[config.mk]
export PLATFORM = sky130hd
export DESIGN_NAME = mips_register_file
export DESIGN_NICKNAME = d
export VERILOG_FILES = /design/src/rtl/mips_register_file.sv
export SDC_FILE = /design/constraint.sdc
export NUM_CORES = 2
export LEC_CHECK = 0
export CAP_MARGIN = 5
export CORE_ASPECT_RATIO = 1.25
export CORE_MARGIN = 2
export CORE_UTILIZATION = 50
export CTS_CLUSTER_SIZE = 12
export DETAILED_ROUTE_END_ITERATION = 10
export DONT_BUFFER_PORTS = 1
export PLACE_DENSITY_LB_ADDON = 0.15
export SETUP_SLACK_MARGIN = 0.05
export SYNTH_ARGS = -nofsm -noshare
export SYNTH_HDL_FRONTEND = slang
export SYNTH_SLANG_ARGS = --single-unit
[constraint.sdc]
create_clock -name clk -period 35.5 [get_ports clk]
set_clock_uncertainty 0.05 [all_clocks]
set_input_delay 5.325 -clock clk [delete_from_list [all_inputs] [get_ports clk]]
set_output_delay 5.325 -clock clk [all_outputs]
set_load 0.02 [all_outputs]
[src/rtl/mips_register_file.sv]
// 32 x 32-bit MIPS register file: two comb read ports,
// one sync write port, $zero hardwired, optional write bypass.
module mips_register_file #(
  parameter int unsigned       DATA_W   = 32,
  parameter int unsigned       ADDR_W   = 5,
  parameter bit                BYPASS   = 1'b1,
  parameter logic [DATA_W-1:0] SP_RESET = 'h0000_0FFC
) (
  input  logic              clk,
  input  logic              rst,
  input  logic [ADDR_W-1:0] rd_addr_a,
  input  logic [ADDR_W-1:0] rd_addr_b,
  output logic [DATA_W-1:0] rd_data_a,
  output logic [DATA_W-1:0] rd_data_b,
  input  logic              wr_en,
  input  logic [ADDR_W-1:0] wr_addr,
  input  logic [DATA_W-1:0] wr_data,
  input  logic [ADDR_W-1:0] dbg_addr,
  output logic [DATA_W-1:0] dbg_data
);

  localparam int unsigned NREG   = 2**ADDR_W;
  localparam int unsigned SP_IDX = 29;

  // Register 0 has no storage; index range starts at 1.
  logic [DATA_W-1:0] regs_q [1:NREG-1];

  logic wr_fire_d;
  logic byp_a_d;
  logic byp_b_d;

  assign wr_fire_d = wr_en && (wr_addr != '0);

  function automatic logic [DATA_W-1:0] stored(
    input logic [ADDR_W-1:0] a
  );
    if (a == '0) return '0;
    return regs_q[a];
  endfunction

  // Commit write-back; reset clears all but $sp and beats a write.
  always_ff @(posedge clk or posedge rst) begin
    if (rst) begin
      for (int i = 1; i < NREG; i++) begin
        regs_q[i] <= (i == SP_IDX) ? SP_RESET : '0;
      end
    end else if (wr_fire_d) begin
      regs_q[wr_addr] <= wr_data;
    end
  end

  // Forward the in-flight write to a matching read port.
  always_comb begin
    byp_a_d = 1'b0;
    byp_b_d = 1'b0;
    if (BYPASS && wr_fire_d && !rst) begin
      byp_a_d = (wr_addr == rd_addr_a);
      byp_b_d = (wr_addr == rd_addr_b);
    end
  end

  // Read muxes; debug port always sees committed storage.
  always_comb begin
    rd_data_a = byp_a_d ? wr_data : stored(rd_addr_a);
    rd_data_b = byp_b_d ? wr_data : stored(rd_addr_b);
    dbg_data  = stored(dbg_addr);
  end

endmodule

==> flow_metrics.env <==
export IMPL_wire_per_inst_um=36.7
export IMPL_place_area_um2=62200
export IMPL_synth_nets=4088
export IMPL_grt_overflow=0
export IMPL_slew_viol_final=0
export IMPL_largest_reg_flops=992
export IMPL_vias=39500
export IMPL_max_clock_freq_ghz=0.0735
export IMPL_r2r_start="regs_q[811]$_DFFE_PP0P_"
export IMPL_finalCritPeriodShare_pct=38.3
export IMPL_synth_area_leaders="dfrtp_1, mux4_2, mux2_2"
export IMPL_final_antenna_net_count=0
export IMPL_cts_buffers=106
export IMPL_pwr_share_comb_pct=23.2
export IMPL_port_buffers=0
export IMPL_reg2reg_depth=1
export IMPL_syn_area_um2=61700
export IMPL_reg2reg_slack_ns=34.62
export IMPL_cts_tree="done"
export IMPL_final_area_um2=65700
export IMPL_min_path_type="reg2reg"
export IMPL_cts_sinks=992
export IMPL_synth_warnings=0
export IMPL_p_per_area_nw_per_um2=53.6
export IMPL_hold_ws_ns=0.484
export IMPL_p_leak_nw=26.8
export IMPL_ys_seq_area_share_pct=40.3
export IMPL_r2r_end="regs_q[811]$_DFFE_PP0P_"
export IMPL_period_minus_slack_ns=13.61
export IMPL_crit_path_end="rd_data_b[0]"
export IMPL_cts_root_buf="clkbuf_16"
export IMPL_cts_resized=0
export IMPL_core_region_area_um2=123000
export IMPL_drv_cap=0
export IMPL_ys_flop_type="dfrtp_1"
export IMPL_drt_initial_drc_count=3917
export IMPL_timing_setup_tns_ns=0
export IMPL_max_flop_register="regs_q"
export IMPL_setup_slack_ns=21.89
export IMPL_synth_largest_area_cell="dfrtp_1"
export IMPL_routed_wirelength_um=198000
export IMPL_grt_usage_pct=31.8
export IMPL_ys_ff_latch=992
export IMPL_antenna_found_initial=1
export IMPL_grt_max_degree=306
export IMPL_rsz0062_at_grt="no"
export IMPL_syn_area_per_cell_um2=15.3
export IMPL_p_total_mw=3.53
export IMPL_peakVddDrop_mv=0.0393
export IMPL_startpoint="wr_addr[2]"
export IMPL_row_count=144
export IMPL_ys_types=53
export IMPL_cts_setup_buffers=0
export IMPL_power_internal_mw=2.57
export IMPL_p_sw_share_pct=27.2
export IMPL_yosysTopAreaCellShare_pct=39.8
export IMPL_h_tree_depth=3
export IMPL_p_clk_share_pct=32.5
export IMPL_drc=0
export IMPL_p_seq_share_pct=44.3
export IMPL_gp_congestion=0.807
export IMPL_cts_hold_buf=0
export IMPL_setup_viol=0
export IMPL_grt_pass1_vias=40500
export IMPL_die_area_um2=126000
export IMPL_critPathCaptureType="primary output"
export IMPL_arrival_ns=8.23
export IMPL_clock_latency_ns=0.71
export IMPL_critical_path_required_ns=30.12
export IMPL_worst_pin_slew_ns=1.27
export IMPL_setup_worst_path_start_class="input pin"
export IMPL_dp_slack_ns=21.97
export IMPL_grt_pass1_wl_um=293000
export IMPL_synth_edf_count=0
export IMPL_area_growth_pct=6.59
export IMPL_top_regs="regs_q: 992 flops"
export IMPL_drt_pass1_iterations=6
export IMPL_final_layout_size_suffix_gt1_share_pct=56.5
export IMPL_finalNetCount=3774
export IMPL_switchingPower_uw=961
export IMPL_path_max_fanout=21
export IMPL_cts_clk_slew_worst_paths_ns=0.05
export IMPL_die_y_um=397
export IMPL_die_w_um=318
export IMPL_synth_async_reset_ratio_pct=100
export IMPL_relSlewSlack_pct=14.5
export IMPL_clockBufferDepth=3
export IMPL_num_io_pins=151
export IMPL_start_util_pct=50.2
export IMPL_hpwl_um=103000
export IMPL_synthCells=4033
export IMPL_status="finished, final reports clean"
export IMPL_hold_violations=0
export IMPL_viasPerCell=7.31
export IMPL_path_class="in2out"
## worst min-delay path by stage
| stage | to | startpoint | cells after the start | slack [ns] |
|---|---|---|---|---|
| 6_report | regs_q[117]$_DFFE_PP0P_ | regs_q[117]$_DFFE_PP0P_ | 1 | 0.48 |
| 3_3_place_gp | regs_q[694]$_DFFE_PP0P_ | regs_q[694]$_DFFE_PP0P_ | 1 | 0.47 |
| 5_1_grt | regs_q[178]$_DFFE_PP0P_ | regs_q[178]$_DFFE_PP0P_ | 1 | 0.51 |
| 2_1_floorplan | regs_q[116]$_DFFE_PP0P_ | regs_q[116]$_DFFE_PP0P_ | 1 | 0.44 |
| 3_5_place_dp | regs_q[816]$_DFFE_PP0P_ | regs_q[816]$_DFFE_PP0P_ | 1 | 0.48 |
| 4_1_cts | regs_q[816]$_DFFE_PP0P_ | regs_q[816]$_DFFE_PP0P_ | 1 | 0.49 |
## final cells by class
cell class / instances / area (um^2)
clock buffers: 156 / 3090
flip-flops and latches: 992 / 24800
multi-input cells: 2552 / 34900
clock inverters: 27 / 403
inverters: 3 / 18.8
diodes: 3 / 7.51
well taps: 1606 / 2010
fillers: 10000 / 57100
repair buffers: 64 / 493
## power by group through the flow
stage | Clock [mW] | Sequential [mW] | Combinational, mW
after floorplan | 0 | 1.51 | 0.748
after global placement | 0 | 1.56 | 0.803
after detailed placement | 0 | 1.57 | 0.816
after CTS | 1.17 | 1.55 | 0.819
after global routing | 1.21 | 1.59 | 0.865
final | 1.15 | 1.56 | 0.817
## logic make-up (layout without fill, tap and decap cells)
family / Yosys count / count (layout) / share of synthesized area [%]
flip-flops: 992 / 992 / 40.3
multiplexers: 1940 / 1940 / 49.2
other: 0 / 3 / 0
AND/OR/NAND/NOR: 248 / 248 / 2.29
XOR/XNOR: 10 / 10 / 0.142
buffers and inverters: 489 / 250 / 3.54
AO/OA/AOI/OAI: 354 / 354 / 4.53
## per-stage QoR
step / utilization, % / cells
global placement: 50.6 / 5217
global route: 53.5 / 5400
CTS: 53.5 / 5400
detailed placement: 50.6 / 5217
floorplan: - / 4033
finish: 53.5 / 5403
## worst max-delay path, stage by stage
cell	delay, ns
or3_1	0.41
o311ai_4	0.42
nor4_4	0.11
buf_4	0.26
nor2_4	0.83
buf_4	0.43
a32o_1	0.41
## cells in the final DEF (no fill, tap or decap), types with 27 or more instances in the layout
cell,count
mux2_2,1107
dfrtp_1,982
mux4_2,762
clkbuf_16,108
buf_4,63
nor2b_1,61
mux2i_1,58
a211oi_1,51
a22oi_1,47
a221oi_1,40
nand3_1,39
nand2b_1,32
a32o_1,32
a22o_1,32
clkbuf_1,27
## per-layer routing
layer | vias to the layer above | track usage [%] | share of wire, %
met5 | - | 0 | 0
met4 | 0 | 12.9 | 4.3
met3 | 430 | 6.29 | 7.7
met2 | 1762 | 51.5 | 48
met1 | 21700 | 42.5 | 40
li1 | 15600 | - | -
## Yosys cell counts, types with 24 or more instances
master and count:
a211oi_1 51, a221oi_1 40, a22o_1 32, a22oi_1 47
a32o_1 32, buf_1 104, buf_2 121, clkbuf_1 231
dfrtp_1 982, mux2_2 1107, mux2i_1 58, mux4_2 762
nand2_1 36, nand2b_1 33, nand3_1 40, nor2b_1 67
o21ai_0 24
Note: power is estimated with default switching activity, not from simulation.
